**config.mk**
```make
export PLATFORM = sky130hd
export DESIGN_NAME = id_ex_stage
export DESIGN_NICKNAME = d
export VERILOG_FILES = /design/src/rtl/cpu_pkg.sv /design/src/rtl/fwd_mux.sv /design/src/rtl/id_ex_stage.sv
export SDC_FILE = /design/constraint.sdc
export NUM_CORES = 1
export LEC_CHECK = 0
export BUFFER_PORTS_ARGS = -buffer_cell sky130_fd_sc_hd__buf_2
export CORE_AREA = 2 2 265 267
export DETAILED_ROUTE_END_ITERATION = 10
export DIE_AREA = 0 0 267 269
export PLACE_DENSITY_LB_ADDON = 0.05
export SLEW_MARGIN = 5
export SYNTH_ARGS = -nofsm -noshare
export SYNTH_HDL_FRONTEND = slang
export SYNTH_SLANG_ARGS = --single-unit
```
**constraint.sdc**
```tcl
create_clock -name clk -period 2.75 [get_ports clk]
set_input_delay 0.275 -clock clk [delete_from_list [all_inputs] [get_ports clk]]
set_output_delay 0.275 -clock clk [all_outputs]
set_load 0.05 [all_outputs]
```
**src/rtl/cpu_pkg.sv**
```systemverilog
// cpu_pkg: shared pipeline constants and forwarding select encoding.
package cpu_pkg;
    localparam int DATA_W = 64;
    localparam int CTRL_MEMREAD = 0;
    localparam logic [4:0] XZR = 5'd31;
    typedef enum logic [1:0] {
        FWD_RF  = 2'b00,
        FWD_MEM = 2'b01,
        FWD_ALU = 2'b10
    } fwd_sel_t;
endpackage

```
**src/rtl/fwd_mux.sv**
```systemverilog
// fwd_mux: picks regfile, MEM/WB or EX/MEM value; the reserved select falls back to regfile.
module fwd_mux
    import cpu_pkg::*;
#(
    parameter int W = DATA_W
) (
    input  logic [1:0]   sel,
    input  logic [W-1:0] rf,
    input  logic [W-1:0] mem,
    input  logic [W-1:0] alu,
    output logic [W-1:0] y
);
    assign y = (sel == FWD_ALU) ? alu : (sel == FWD_MEM) ? mem : rf;
endmodule

```
**src/rtl/id_ex_stage.sv**
```systemverilog
// id_ex_stage: ID->EX boundary with operand forwarding, load-use stall/bubble,
// branch flush, downstream hold and a saturating stall counter.
module id_ex_stage #(
    parameter int DATA_W = cpu_pkg::DATA_W,
    parameter int CTRL_W = 16,
    parameter int CNT_W  = 32
) (
    input  logic              clk,
    input  logic              reset,
    input  logic              id_valid,
    input  logic [4:0]        id_rd,
    input  logic [4:0]        id_rm,
    input  logic [4:0]        id_rn,
    input  logic              id_uses_rd,
    input  logic [CTRL_W-1:0] id_ctrl,
    input  logic [DATA_W-1:0] rf_a,
    input  logic [DATA_W-1:0] rf_b,
    input  logic [DATA_W-1:0] rf_d,
    input  logic [DATA_W-1:0] alu_fwd,
    input  logic [DATA_W-1:0] mem_fwd,
    input  logic [1:0]        fa,
    input  logic [1:0]        fb,
    input  logic [1:0]        da,
    input  logic [1:0]        db,
    input  logic              flush,
    input  logic              hold_ex,
    output logic              stall_id,
    output logic [DATA_W-1:0] id_br_val,
    output logic              ex_valid,
    output logic [4:0]        ex_rd,
    output logic [CTRL_W-1:0] ex_ctrl,
    output logic [DATA_W-1:0] ex_a,
    output logic [DATA_W-1:0] ex_b,
    output logic [DATA_W-1:0] ex_st,
    output logic [CNT_W-1:0]  stall_cnt
);
    import cpu_pkg::*;

    logic [DATA_W-1:0] op_a, op_b, op_st;
    logic              dep;

    fwd_mux #(.W(DATA_W)) u_mux_a  (.sel(fa), .rf(rf_a), .mem(mem_fwd), .alu(alu_fwd), .y(op_a));
    fwd_mux #(.W(DATA_W)) u_mux_b  (.sel(fb), .rf(rf_b), .mem(mem_fwd), .alu(alu_fwd), .y(op_b));
    fwd_mux #(.W(DATA_W)) u_mux_d  (.sel(da), .rf(rf_d), .mem(mem_fwd), .alu(alu_fwd), .y(op_st));
    fwd_mux #(.W(DATA_W)) u_mux_br (.sel(db), .rf(rf_d), .mem(mem_fwd), .alu(alu_fwd), .y(id_br_val));

    assign dep = (ex_rd == id_rm) || (ex_rd == id_rn) || (id_uses_rd && ex_rd == id_rd);
    // Upstream is frozen by the same wait as EX, so no stall is raised under hold.
    assign stall_id = !hold_ex && ex_valid && ex_ctrl[CTRL_MEMREAD] && ex_rd != XZR && id_valid && dep;

    always_ff @(posedge clk) begin
        if (reset) begin
            ex_valid  <= 1'b0;
            ex_rd     <= XZR;
            ex_ctrl   <= '0;
            ex_a      <= '0;
            ex_b      <= '0;
            ex_st     <= '0;
            stall_cnt <= '0;
        end else if (flush || (!hold_ex && stall_id)) begin
            ex_valid <= 1'b0;
            ex_rd    <= XZR;
            ex_ctrl  <= '0;
            ex_a     <= '0;
            ex_b     <= '0;
            ex_st    <= '0;
            if (!flush && stall_cnt != '1)
                stall_cnt <= stall_cnt + CNT_W'(1);
        end else if (!hold_ex) begin
            ex_valid <= id_valid;
            ex_rd    <= id_rd;
            ex_ctrl  <= id_ctrl;
            ex_a     <= op_a;
            ex_b     <= op_b;
            ex_st    <= op_st;
        end
    end
endmodule

```
==> impl_summary.md <==
Critical path
The delay of the slowest cell on the worst path is 0.49 ns. The critical path goes through xor2_1 > nor4_1 > and3_4 > or3_1 > a211o_4 > buf_12 > nor2_1. The worst flop-to-flop path startpoint is ex_rd[3]$_SDFFE_PP1N_. The critical path's slowest cell is dfxtp_1. The most critical setup path has its startpoint at ex_rd[3]$_SDFFE_PP1N_.

The biggest fanout along the worst timing path is 83. The category of the worst setup path launch point is a flip-flop. Data on the critical path is required at its endpoint by 3.22 ns. The path type of the worst setup path is reg -> reg. The worst setup path is captured at a flip-flop. For the worst setup path, the data arrival time is 3.09 ns.

The worst register-to-register path has a depth of 7.

Logic synthesis
Yosys printed 0 warnings. The share of the synthesized netlist area taken by xor and xnor gates is 0.00783. The number of nets produced by synthesis is 2403. Synthesis instantiated 43 different standard cells from the library.

The synthesized-area fraction occupied by ao, oa, aoi and oai cells is 0.268. By area, the combinational part of the netlist is dominated by compound AO/OA/AOI/OAI gates. The fraction of registers with async set or reset after synthesis is 0. After synthesis, the share of cell area in mux cells is 0.129.

The count of mapped cells out of synthesis is 2037. The number of synthesized flops with an enable pin is 0. The average cell area after synthesis is 8.24 um^2. The area of the mapped netlist is 16800 um^2. Counting flops and latches in the post-synthesis netlist gives 246. The most common flop cell mapped by yosys is dfxtp_1. The simple-gate area share of the yosys netlist is 0.236.

The sequential area share after synthesis is 0.293. Of the total synthesized cell area, the portion taken by full adders, half adders and majority gates is 0.000745.

Cells and area
The footprint of the flip-flops and latches is 4920 um^2. The total of fill cells in the finished design is 7458. The multi-input logic area is 10800 um^2. In the final layout, the share of cells above drive strength 1 is 0.348. The number of nets in the layout is 2994. The most common library cell in the layout ignoring fill and taps is buf_2. The top cell types in the final layout, fill and taps aside, are 668 x buf_2, 322 x a211oi_1, 283 x a21oi_1. From synthesis to final layout, the design area changed by 34.3%.

CTS
TritonCTS built the clock tree. The post-CTS setup buffer count is 0. The number of clock buffers added by TritonCTS is 36.

The H-tree was split into 2 levels. The clock slew at the register clock pins of the worst setup and hold paths is 0.06 ns. The number of buffers between clock root and the deepest sink is 3.

The number of sinks handled by clock tree synthesis is 246. The clock root buffer master is clkbuf_16. The latest clock arrival within the worst-skew pair is 0.55 ns.

Status
The flow ran to the end, and the final reports show no timing, DRC or antenna violations.

Worst hold path
The kind of path behind the tightest hold check is in -> reg. In this run the most critical hold path is launched from id_rd[1]. Counting instances, the worst hold path has a depth of 3.

Global route
The first global-routing pass estimated 114000 um of wire. Entering global routing, the biggest net connects 176 pins. The global-route congestion overflow total is 0.

The number of antenna violations at the first check in global routing is 25. The global-route usage over all layers is 0.210. The via count of the first global-routing pass is 17200.

Pwr
The portion of total power attributed to combinational logic is 0.282. The power density over the cells is 510 nW/um^2. For this design the total switching power over the nets is 4.10 mW. The internal power consumption is 7.39 mW. Of the total power, registers draw 0.327. The switching power share of the total is 0.357. The clock network fraction of total power is 0.391. The maximum VDD drop is 0.000336 V. The standby leakage power is 9.42 nW.

Floorplan
The core box area is 69300 um^2. For this configuration, the core starts out at a cell density of 0.242. The die outline height is 269 um.

The chip width is 267 um. The number of rows in the core area is 97. The area of the die is 71800 um^2. The number of top-level design ports is 676.

STA
The final hold violation count was 0. In this run the tightest slew margin relative to its limit is 0.343. The count of pins over their slew limit is 0. The final cycle utilization of the critical path is 0.954.

The tightest hold path in the finished design has a slack of 0.0652 ns. The setup total negative slack is 0 ns. On the final layout, the worst clock skew is 0.0256 ns. The clock period could shrink to 2.62 ns. Setup repair after global routing left no endpoint under its margin. The total setup violations reported at the end of the flow is 0. For the pin with the worst max-slew slack, the measured transition is 0.985 ns. The highest clock rate is 381 MHz.

Run
The max-cap violation count is 0.

Placed design
The half-perimeter wire length of the detailed placement result is 59300 um. The number of buffers added on ports is 675. At the end of routability-driven placement, the weighted congestion stood at 0.879.

Route
The initial DRC count is 737. The mean routed wirelength per cell is 22.1 um. Once detail routing completed, the nets flagged for antenna violations numbered 0. The number of detailed-route iterations in the first pass is 5.

The routed design has 79500 um of wire. In the routed design, unresolved DRC markers number 0. After detailed routing, the number of vias per cell comes to 4.97. The number of vias in the routed layout is 17900.
## metrics by stage
stage | utilization | cells | cell area, um^2 | total power [mW] | setup slack [ns]
global placement | 0.306 | 3513 | 21200 | 7.06 | 0.299
finish | 0.325 | 3601 | 22600 | 11.5 | 0.126
global route | 0.325 | 3598 | 22500 | 12.1 | 0.0319
detailed placement | 0.306 | 3513 | 21200 | 7.08 | 0.246
CTS | 0.325 | 3591 | 22500 | 11.7 | 0.0907
floorplan | - | 2037 | 16800 | 5.99 | 0.209
## critical path: cells and delay by family, from the launching register on
family	cells	cell delay [ns]
and+or+nand+nor	4	0.90
DFF	1	0.49
xor gates and xnor gates	1	0.21
AOI/OAI and AO/OA	1	0.45
buffers and inverters	1	0.25
## power by group through the flow
stage          Clock (mW)  Combinational [mW]  Sequential, mW
5_1_grt              4.83                3.48            3.77
3_3_place_gp            0                3.23            3.83
6_report             4.50                3.24            3.76
2_1_floorplan           0                1.73            4.25
3_5_place_dp            0                3.25            3.84
4_1_cts              4.70                3.27            3.76
## logic make-up after synthesis
kind of cell / count (synthesis)
compound gates: 705
simple gates: 636
flops: 246
buf+inv: 219
mux: 215
xor+xnor: 15
fa+ha+maj: 1
## per-layer routing
layer / share of wire / global-route usage / vias up / wire length [um]
met2: 0.49 / 0.362 / 495 / 38700
met4: 0.037 / 0.0826 / 26 / 2970
met3: 0.062 / 0.0523 / 145 / 4940
met5: 0.0019 / 0 / - / 149
met1: 0.41 / 0.250 / 8502 / 32700
li1: - / - / 8734 / -
## synthesized netlist by cell type, types with 2 or more instances
cell type    n  area, um^2
a211oi_1   322        2420
a21oi_1    283        1420
dfxtp_1    246        4920
mux2i_1    210        2100
nor2b_1    202        1260
nor2_1     172         646
clkbuf_1   154         578
nor2_4     100        1130
nor3_1      67         335
o22ai_1     63         394
buf_1       22        82.6
o31ai_1     18         135
or4_1       17         128
buf_2       13        65.1
nand3_1     13        65.1
nand2_1     12        45.0
nand4_1     12        75.1
buf_12      11         220
or3_1       11        68.8
nor2_2      10        62.6
o21ai_0     10        50.1
buf_6        9         101
inv_1        8        30.0
xor2_1       8        70.1
xnor2_1      7        61.3
a211o_1      6        52.6
mux2_2       5        56.3
nor4_1       5        31.3
and4_1       4        35.0
and3_1       3        18.8
nand2b_1     2        12.5
## repair_timing
item	in CTS	in global routing
hold endpoints to repair	17	0
setup endpoints to repair	0	0
gates resized for setup	0	0
hold buffers	17	0
## sequential cells by signal, summed over array words and instances, names as in the netlist
register	flops
ex_rd	5
ex_valid	1
ex_st	64
ex_b	64
ex_a	64
stall_cnt	32
ex_ctrl	16
## path summary, 6_finish.rpt
kind / endpoint / slack [ns]
worst max register to register: ex_a[43]$_SDFFE_PP0N_ / 0.13
worst min-delay path: ex_rd[1]$_SDFFE_PP1N_ / 0.07
worst min register to register: ex_a[14]$_SDFFE_PP0N_ / 0.48
worst max-delay path: ex_a[43]$_SDFFE_PP0N_ / 0.13
## cell type report
type | instances | share of cell area
well taps | 940 | 0.0522
multi-input cells | 1572 | 0.480
diodes | 10 | 0.00111
inverters | 8 | 0.00133
clock buffers | 54 | 0.0469
flip-flops and latches | 246 | 0.218
repair buffers | 764 | 0.197
clock inverters | 7 | 0.00327
No activity file was read; power rests on OpenSTA's default activity.
